File: src/rtl/mem_port_arbiter.sv
// mem_port_arbiter: shares one single-ported Wishbone-style memory between the
// instruction-fetch port and the load/store data port. A registered FSM grants
// one requester per transaction, and data is preferred unless fetch has already
// waited through STARVE_LIMIT back-to-back data grants.
// Optional feature macro: MEM_ARB_TIMEOUT_EN aborts a memory cycle that gets no
// i_mem_ack within TIMEOUT_CYC cycles and flags it on o_ierr/o_derr.
module mem_port_arbiter #(
  parameter int unsigned AW           = 32,
  parameter int unsigned DW           = 32,
  parameter int unsigned STARVE_LIMIT = 4,
  parameter int unsigned TIMEOUT_CYC  = 255
) (
  input  logic            clk,
  input  logic            rst,
  input  logic            i_istb,
  input  logic [AW-1:0]   i_iaddr,
  output logic            o_iack,
  output logic [DW-1:0]   o_inst,
  input  logic            i_dstb,
  input  logic            i_dwe,
  input  logic [AW-1:0]   i_daddr,
  input  logic [DW-1:0]   i_dwdata,
  input  logic [DW/8-1:0] i_dsel,
  output logic            o_dack,
  output logic [DW-1:0]   o_drdata,
  output logic            o_mem_stb,
  output logic            o_mem_we,
  output logic [AW-1:0]   o_mem_addr,
  output logic [DW-1:0]   o_mem_wdata,
  output logic [DW/8-1:0] o_mem_sel,
  input  logic            i_mem_ack,
  input  logic [DW-1:0]   i_mem_rdata,
  output logic            o_ierr,
  output logic            o_derr,
  output logic            o_busy
);

  localparam int unsigned SW = DW / 8;
  localparam int unsigned CW = 4;

  // Reject parameter values outside the supported ranges at elaboration.
  if (STARVE_LIMIT < 1 || STARVE_LIMIT > 15 || TIMEOUT_CYC < 1 || TIMEOUT_CYC > 255) begin : g_param_check
    $error("mem_port_arbiter: STARVE_LIMIT or TIMEOUT_CYC out of range");
  end

  typedef enum logic [1:0] {
    ST_IDLE = 2'd0,
    ST_IGNT = 2'd1,
    ST_DGNT = 2'd2,
    ST_RESP = 2'd3
  } state_e;

  state_e          state_q,     state_d;
  logic [CW-1:0]   starve_q,    starve_d;
  logic            abandon_q,   abandon_d;
  logic            mem_stb_q,   mem_stb_d;
  logic            mem_we_q,    mem_we_d;
  logic [AW-1:0]   mem_addr_q,  mem_addr_d;
  logic [DW-1:0]   mem_wdata_q, mem_wdata_d;
  logic [SW-1:0]   mem_sel_q,   mem_sel_d;
  logic            iack_q,      iack_d;
  logic            dack_q,      dack_d;
  logic [DW-1:0]   inst_q,      inst_d;
  logic [DW-1:0]   drdata_q,    drdata_d;
  logic            busy_q,      busy_d;
  logic            owner_stb;
  logic            abandon_now;
  logic            starve_full;

`ifdef MEM_ARB_TIMEOUT_EN
  localparam int unsigned TW = 8;
  localparam logic [TW-1:0] TMO_LAST = TW'(TIMEOUT_CYC - 1);
  localparam logic [DW-1:0] NOP_INST = DW'(32'h0000_0013);
  logic [TW-1:0] tmo_q, tmo_d;
  logic          ierr_q, ierr_d;
  logic          derr_q, derr_d;
`endif

  assign starve_full = (starve_q == CW'(STARVE_LIMIT));

  // Next-state, request latching and response generation.
  always_comb begin
    state_d     = state_q;
    starve_d    = starve_q;
    abandon_d   = abandon_q;
    mem_stb_d   = mem_stb_q;
    mem_we_d    = mem_we_q;
    mem_addr_d  = mem_addr_q;
    mem_wdata_d = mem_wdata_q;
    mem_sel_d   = mem_sel_q;
    iack_d      = 1'b0;
    dack_d      = 1'b0;
    inst_d      = inst_q;
    drdata_d    = drdata_q;
    owner_stb   = (state_q == ST_IGNT) ? i_istb : i_dstb;
    abandon_now = abandon_q | ~owner_stb;
`ifdef MEM_ARB_TIMEOUT_EN
    tmo_d       = tmo_q;
    ierr_d      = 1'b0;
    derr_d      = 1'b0;
`endif

    case (state_q)
      ST_IDLE: begin
        abandon_d = 1'b0;
`ifdef MEM_ARB_TIMEOUT_EN
        tmo_d     = '0;
`endif
        if (!i_istb) begin
          starve_d = '0;
        end
        if (i_dstb && !(starve_full && i_istb)) begin
          state_d     = ST_DGNT;
          mem_stb_d   = 1'b1;
          mem_we_d    = i_dwe;
          mem_addr_d  = i_daddr;
          mem_wdata_d = i_dwdata;
          mem_sel_d   = i_dsel;
          // Below the limit here whenever fetch is waiting, so no overflow.
          if (i_istb) begin
            starve_d = starve_q + CW'(1);
          end
        end else if (i_istb) begin
          state_d    = ST_IGNT;
          mem_stb_d  = 1'b1;
          mem_we_d   = 1'b0;
          mem_addr_d = i_iaddr;
          mem_sel_d  = '1;
          starve_d   = '0;
        end
      end

      ST_IGNT, ST_DGNT: begin
        // A requester that drops stb mid-cycle forfeits its response.
        abandon_d = abandon_now;
        if (i_mem_ack) begin
          state_d   = ST_RESP;
          mem_stb_d = 1'b0;
          if (!abandon_now) begin
            if (state_q == ST_IGNT) begin
              iack_d = 1'b1;
              inst_d = i_mem_rdata;
            end else begin
              dack_d   = 1'b1;
              drdata_d = i_mem_rdata;
            end
          end
`ifdef MEM_ARB_TIMEOUT_EN
        end else if (tmo_q == TMO_LAST) begin
          state_d   = ST_RESP;
          mem_stb_d = 1'b0;
          if (!abandon_now) begin
            if (state_q == ST_IGNT) begin
              iack_d = 1'b1;
              ierr_d = 1'b1;
              inst_d = NOP_INST;
            end else begin
              dack_d   = 1'b1;
              derr_d   = 1'b1;
              drdata_d = '0;
            end
          end
        end else begin
          tmo_d = tmo_q + TW'(1);
`endif
        end
      end

      default: begin
        state_d = ST_IDLE;
      end
    endcase

    busy_d = (state_d != ST_IDLE);
  end

  // State and output registers with synchronous reset.
  always_ff @(posedge clk) begin
    if (rst) begin
      state_q     <= ST_IDLE;
      starve_q    <= '0;
      abandon_q   <= 1'b0;
      mem_stb_q   <= 1'b0;
      mem_we_q    <= 1'b0;
      mem_addr_q  <= '0;
      mem_wdata_q <= '0;
      mem_sel_q   <= '0;
      iack_q      <= 1'b0;
      dack_q      <= 1'b0;
      inst_q      <= '0;
      drdata_q    <= '0;
      busy_q      <= 1'b0;
    end else begin
      state_q     <= state_d;
      starve_q    <= starve_d;
      abandon_q   <= abandon_d;
      mem_stb_q   <= mem_stb_d;
      mem_we_q    <= mem_we_d;
      mem_addr_q  <= mem_addr_d;
      mem_wdata_q <= mem_wdata_d;
      mem_sel_q   <= mem_sel_d;
      iack_q      <= iack_d;
      dack_q      <= dack_d;
      inst_q      <= inst_d;
      drdata_q    <= drdata_d;
      busy_q      <= busy_d;
    end
  end

`ifdef MEM_ARB_TIMEOUT_EN
  // Watchdog counter and error flags for aborted memory cycles.
  always_ff @(posedge clk) begin
    if (rst) begin
      tmo_q  <= '0;
      ierr_q <= 1'b0;
      derr_q <= 1'b0;
    end else begin
      tmo_q  <= tmo_d;
      ierr_q <= ierr_d;
      derr_q <= derr_d;
    end
  end

  assign o_ierr = ierr_q;
  assign o_derr = derr_q;
`else
  assign o_ierr = 1'b0;
  assign o_derr = 1'b0;
`endif

  assign o_iack      = iack_q;
  assign o_inst      = inst_q;
  assign o_dack      = dack_q;
  assign o_drdata    = drdata_q;
  assign o_mem_stb   = mem_stb_q;
  assign o_mem_we    = mem_we_q;
  assign o_mem_addr  = mem_addr_q;
  assign o_mem_wdata = mem_wdata_q;
  assign o_mem_sel   = mem_sel_q;
  assign o_busy      = busy_q;

endmodule
File: config.mk
export PLATFORM = sky130hd
export DESIGN_NAME = mem_port_arbiter
export DESIGN_NICKNAME = d
export VERILOG_FILES = /design/src/rtl/mem_port_arbiter.sv
export SDC_FILE = /design/constraint.sdc
export NUM_CORES = 1
export LEC_CHECK = 0
export ABC_CLOCK_PERIOD_IN_PS = 1900
export CORE_ASPECT_RATIO = 1.2
export CORE_MARGIN = 4
export CORE_UTILIZATION = 42
export DETAILED_ROUTE_END_ITERATION = 7
export GPL_TIMING_DRIVEN = 0
export PLACE_DENSITY = 0.81
export SYNTH_ARGS = -nofsm -noshare
export SYNTH_HDL_FRONTEND = slang
export SYNTH_SLANG_ARGS = --single-unit
File: constraint.sdc
create_clock -name clk -period 1.9 [get_ports clk]
set_input_delay 0.19 -clock clk [delete_from_list [all_inputs] [get_ports clk]]
set_output_delay 0.19 -clock clk [all_outputs]
set_load 0.02 [all_outputs]
==> impl_metrics.ini, run 1 <==
[timing]
worstMarginPinSlew_ns = 0.7225
hold_viol = 0
max_freq_mhz = 566.6
layout_setup_ws_ns = 0.1350
final.setup_skew_ns = 0.008805
rsz0062_at_grt = no
slew_viol_final = 0
fin_crit_ns = 1.765
setup_violations = 0
finalCritPeriodShare_pct = 92.90
slew_headroom_pct = 51.83

[clock_tree]
cts_max_level = 4
cts_buffers = 17
tritoncts = yes
cts_buffer_depth = 2
clk_pin_slew_ns = 0.06
worstSkewPairLatency_ns = 0.42
clock-sinks = 144
clockRootBuffer = clkbuf_16

[worst_setup_path]
worstPathMaxFanout = 10
reg2regPathDepth = 7
cp.arrival_ns = 2.10
end_kind = flop
rrSetupSlack_ns = 0.13
crit_path_start_kind = flop
crit_type = reg -> reg
crit_end = state_q[1]$_SDFF_PP0_
cp_data_required_time_ns = 2.24
r2r_start = starve_q[0]$_SDFFE_PP0P_
crit_start = starve_q[0]$_SDFFE_PP0P_
r2r-end = state_q[1]$_SDFF_PP0_

[outcome]
status = finished clean

[routing]
route.detailed.drc = 0
dr.pass1.iters = 4
vias = 6701
routedWlPerCell_um = 18.19
drt-total-wl_um = 22010
ant_nets = 0
drtIter0Drc = 438
vias_per_cell = 5.538

[floorplan]
die_h_um = 141.1
die-width_um = 118.9
num_io_pins = 277
core_area_mm2 = 0.01441
initial_core_util_pct = 43.03
dieArea_mm2 = 0.01678
rows = 48

[placed_design]
dp_hpwl_um = 16330
place_ws_ns = -0.04193
dp.cells = 1177
numPortBuffers = 273
routabilityCongestion = 0.8472

[pwr]
ir_drop_v = 0.0006525
finalPower_w = 0.009979
cellPowerDensity_mw_per_mm2 = 1023
p_leak_nw = 3.419

[finish]
layout-drive-gt1-share_pct = 11.88
stdcell_count = 1210
n_antenna_cell = 0
layout.nets = 1166
area_delta_synth_final_pct = 57.31

[grt]
grt_pass1_wl_um = 34110
grt_pass1_vias = 6405
gr-total-overflow = 0
antenna_found_initial = 0
gr-usage-all-layers_pct = 25.29
grt_max_degree = 17

[flow_run]
drv_cap = 0

[logic_synthesis]
avgSynthCellArea_um2 = 8.520
seq_area_frac_synth_pct = 46.48
synth.cell_area_mm2 = 0.006202
syn_inst = 728
ys_ff_latch = 144
synth_cell_types = 47
ys_warn_count = 0

[min_path]
worstHoldStart = rst
hp-class = in -> reg
-- cell usage in the layout (no fill, tap or decap), types with 2 or more instances in the layout --
cell type and n:
and2_1 2, a211oi_2 13, nor3_1 7, inv_1 6
nand3_2 5, a211oi_1 19, inv_6 4, buf_2 34
buf_6 10, buf_4 5, and3b_1 2, o21ai_2 2
clkinvlp_4 4, nand4b_1 3, buf_8 4, dfxtp_1 143
nand2_1 7, clkbuf_16 17, a21oi_1 102, nand2b_1 2
clkinv_4 3, clkbuf_1 21, nand3b_1 4, nand3_1 92
o21ai_1 23, nor4_1 4, clkdlybuf4s50_1 273, clkinv_2 2
clkbuf_2 7, nor2b_1 4, conb_1 2, clkbuf_8 2
o21ai_0 105, ha_1 6, a31oi_1 35, nand4_1 4
nor2_1 38
-- registers in the layout, indices dropped and copies added (netlist names) --
| register | flops |
|---|---|
| starve_q | 4 |
| o_mem_addr | 32 |
| o_iack | 1 |
| o_busy | 1 |
| abandon_q | 1 |
| o_drdata | 32 |
| o_mem_wdata | 32 |
| state_q | 2 |
| o_dack | 1 |
| o_mem_sel | 4 |
| o_mem_stb | 1 |
| o_mem_we | 1 |
| o_inst | 32 |
-- per-stage QoR --
step / TNS, ns / util (%) / hold slack (ns) / instance area (µm²)
after floorplan: 0 / - / 0.3208 / 6206
after global placement: -0.08623 / 63.53 / 0.4446 / 9158
after detailed placement: -0.08947 / 63.53 / 0.4505 / 9158
after CTS: -0.09394 / 67.50 / 0.2150 / 9729
after global routing: 0 / 67.69 / 0.2509 / 9757
final: 0 / 67.69 / 0.2106 / 9757
-- where the power goes --
group          internal, W  total (W)  switching, W
Clock              0.00185    0.00323       0.00138
Sequential         0.00338    0.00356      0.000183
Combinational      0.00145    0.00319       0.00173
Total              0.00668    0.00998       0.00330
-- worst max-delay path: stages (launching register included) --
cell and delay, ns:
dfxtp_1 0.37, inv_1 0.08, ha_1 0.23, nand4b_1 0.18, buf_2 0.29, buf_2 0.26
nand2_1 0.12, a21oi_1 0.17
-- timing repair --
action                     in CTS  in global routing
hold buffers                    0                  0
setup buffers                   0                  2
resized for setup               1                 15
setup endpoints to repair      15                 75
-- synthesized netlist by cell type (all sizes together) --
| master | instances | area share, % |
|---|---|---|
| a211oi | 32 | 4.9 |
| a21o | 1 | 0.14 |
| a21oi | 102 | 8.2 |
| a221o | 1 | 0.16 |
| a31oi | 35 | 3.5 |
| a32o | 1 | 0.16 |
| and2 | 2 | 0.20 |
| and3 | 1 | 0.10 |
| and3b | 2 | 0.28 |
| and4b | 1 | 0.22 |
| buf | 49 | 5.7 |
| clkbuf | 33 | 2.2 |
| clkinv | 1 | 0.060 |
| conb | 1 | 0.060 |
| dfxtp | 144 | 46 |
| dlygate4sd1 | 1 | 0.14 |
| ha | 6 | 1.2 |
| inv | 7 | 0.42 |
| mux2 | 1 | 0.18 |
| mux2i | 1 | 0.22 |
| nand2 | 8 | 0.52 |
| nand2b | 2 | 0.20 |
| nand3 | 97 | 8.2 |
| nand3b | 4 | 0.48 |
| nand4 | 4 | 0.40 |
| nand4b | 3 | 0.42 |
| nor2 | 38 | 2.3 |
| nor2b | 4 | 0.40 |
| nor3 | 7 | 0.56 |
| nor4 | 4 | 0.40 |
| o21a | 1 | 0.14 |
| o21ai | 131 | 11 |
| o31ai | 1 | 0.12 |
| or2 | 1 | 0.10 |
| or3b | 1 | 0.14 |
-- final cells by class --
cell class	count	area [µm²]
plain buffers	82	505.5
fillers	1209	4657
multi-input cells	494	2800
well taps	175	219.0
repair buffers	275	2748
clock buffers	18	439.2
inverters	8	30.03
clock inverters	14	131.4
flip-flops and latches	144	2884
-- layer usage --
metal / share of wire (%) / wire length [µm] / track usage, % / vias up
met3: 7.4 / 1619 / 7.504 / 54
met2: 49 / 10840 / 42.60 / 274
met4: 3.5 / 762 / 10.74 / 0
met1: 40 / 8783 / 30.03 / 3139
li1: - / - / - / 3234
met5: 0 / 0 / 0 / -
-- cells by family (layout without fill, tap and decap cells) --
kind of cell             after synthesis  in the layout  share of synthesized area [%]
multiplexers                           2              2                         0.4034
AO/OA/AOI/OAI                        305            305                          28.28
flip-flops                           144            144                          46.48
other                                  1              2                        0.06046
buffers and inverters                 91            397                          8.573
adder cells (fa/ha/maj)                6              6                          1.210
AND/OR/NAND/NOR                      179            179                          14.99
-- worst min-delay path by stage --
stage,end,cells past startpoint,slack [ns]
floorplan,o_drdata[14]$_SDFFE_PP0P_,2,0.32
global placement,o_mem_we$_SDFFE_PP0P_,2,0.44
detailed placement,o_mem_we$_SDFFE_PP0P_,2,0.45
CTS,state_q[0]$_SDFF_PP0_,3,0.21
global route,state_q[0]$_SDFF_PP0_,3,0.25
finish,state_q[0]$_SDFF_PP0_,3,0.21
Power figures use the tool's default switching activity.
==> run 2, diff against run 1 <==
- ABC_CLOCK_PERIOD_IN_PS: 1900 -> unset
==> results of run 2 <==
Final layout, timing and power as in run 1 (identical DEF).
==> run 3, diff against run 2 <==
- GPL_TIMING_DRIVEN: 0 -> unset
==> impl_metrics.ini, run 3 (synthesis gave the netlist of run 1 again) <==
[routing]
vias_per_cell = 5.660
dr.pass1.iters = 5
routedWlPerCell_um = 18.42
vias = 6526
route.detailed.drc = 0
drt-total-wl_um = 21240
ant_nets = 0
drtIter0Drc = 570

[grt]
use_met1_pct = 29.51
grt_use_met3_pct = 7.103
gr-total-overflow = 0
grt_pass1_wl_um = 32760
grt_max_degree = 67
grtUsageMet2_pct = 39.10
gr-usage-all-layers_pct = 24.32
grt_pass1_vias = 6061
top_usage_layer = met2
antenna_found_initial = 0

[timing]
rsz0062_at_grt = no
slew_headroom_pct = 60.70
slew_viol_final = 0
final.setup_skew_ns = 0.008504
layout_setup_ws_ns = 0.1961
worstMarginPinSlew_ns = 0.5887
setup_violations = 0
finalCritPeriodShare_pct = 89.68
setup_tns_ns = 0
fin_hold_ws_ns = 0.1873
hold_viol = 0
fin_crit_ns = 1.704
max_freq_mhz = 586.9

[min_path]
hp-class = in -> reg
worstHoldStart = rst
holdPathStages = 2
hold_end = o_mem_wdata[6]$_SDFFE_PP0P_

[floorplan]
rows = 48
core_area_mm2 = 0.01441
num_io_pins = 277
die-width_um = 118.9
initial_core_util_pct = 43.03
dieArea_mm2 = 0.01678
die_h_um = 141.1

[worst_setup_path]
r2r_start = state_q[0]$_SDFF_PP0_
crit_path_start_kind = flop
end_kind = flop
cp.arrival_ns = 2.05
rrSetupSlack_ns = 0.20
cp_data_required_time_ns = 2.24
reg2regPathDepth = 7
crit_type = reg -> reg
r2r-end = o_mem_wdata[0]$_SDFFE_PP0P_
worstPathMaxFanout = 32

[finish]
layout-drive-gt1-share_pct = 9.202
n_antenna_cell = 0
area_delta_synth_final_pct = 55.26
layout_common_cells = 272 x clkdlybuf4s50_1, 144 x dfxtp_1, 105 x o21ai_0
final_common_cell = clkdlybuf4s50_1
layout.nets = 1111

[placed_design]
numPortBuffers = 274
routabilityCongestion = 0.7966
dp_hpwl_um = 14460
place_ws_ns = 0.002742

[outcome]
status = finished clean

[clock_tree]
tritoncts = yes
clockRootBuffer = clkbuf_16
cts_max_level = 4
cts_buffer_depth = 2
worstSkewPairLatency_ns = 0.42
cts_buffers = 17
cts_hold_buf = 0
clk_pin_slew_ns = 0.06
clock-sinks = 144

[pwr]
cellPowerDensity_mw_per_mm2 = 1059
ir_drop_v = 0.0004925
p_leak_nw = 3.307

[flow_run]
drv_cap = 0
[run 3: cell count changes in the layout (fill, tap and decap cells not counted), sizes merged]
cell	delta
clkbuf	-30
buf	-24
clkinv	-2
inv	-4
clkdlybuf4s50	-1
dlygate4sd1	-1
bufinv	+3
clkinvlp	+2
[run 3: critical path, cell delays in order (launching register included)]
cell	delay, ns
dfxtp_1	0.45
inv_1	0.07
ha_1	0.30
buf_4	0.18
nand2_2	0.04
buf_4	0.29
o21ai_0	0.13
a21oi_1	0.16
[run 3: repair_timing]
action / 4_1_cts / 5_1_grt
endpoints found under the hold margin: 0 / 0
endpoints found under the setup margin: 0 / 32
resized for setup: 0 / 1
buffers inserted: 0 / 0
[run 3: how the worst max path moves through the flow]
stage,end,startpoint,slack (ns)
6_report,o_mem_wdata[0]$_SDFFE_PP0P_,state_q[0]$_SDFF_PP0_,0.20
5_1_grt,o_mem_wdata[8]$_SDFFE_PP0P_,state_q[0]$_SDFF_PP0_,0.03
4_1_cts,o_inst[17]$_SDFFE_PP0P_,state_q[0]$_SDFF_PP0_,0.06
3_5_place_dp,o_inst[17]$_SDFFE_PP0P_,i_istb,0.003
3_3_place_gp,o_inst[18]$_SDFFE_PP0P_,i_istb,0.09
2_1_floorplan,o_drdata[11]$_SDFFE_PP0P_,state_q[0]$_SDFF_PP0_,0.30
[run 3: layout make-up]
type	count	area, µm²
clock inverter	13	191.4
multi-input combinational	494	2798
clock buffer	17	425.4
sequential	144	2883
fill	1204	4785
timing repair buffer	302	3083
inverter	8	30.03
tap	175	219.0
[run 3: stage by stage]
stage          instance area (µm²)  total power (W)  instances  utilization [%]
3_5_place_dp                  9009         0.006744       1123            62.50
4_1_cts                       9625          0.01026       1153            66.78
2_1_floorplan                 6206         0.005382        729                -
5_1_grt                       9629          0.01065       1153            66.81
6_report                      9629          0.01020       1153            66.81
3_3_place_gp                  9009         0.006703       1123            62.50
[run 3: where the power goes]
group | total [W] | switching (W) | internal [W]
clock | 0.00350 | 0.00131 | 0.00219
sequential | 0.00356 | 0.000184 | 0.00338
combinational | 0.00314 | 0.00171 | 0.00143
total | 0.0102 | 0.00321 | 0.00699
[run 3: metal layers]
| layer | part of all wire [%] | vias to the layer above |
|---|---|---|
| met2 | 48 | 309 |
| met3 | 8.0 | 57 |
| met4 | 4.2 | 0 |
| met5 | 0 | - |
| met1 | 39 | 3055 |
| li1 | - | 3105 |
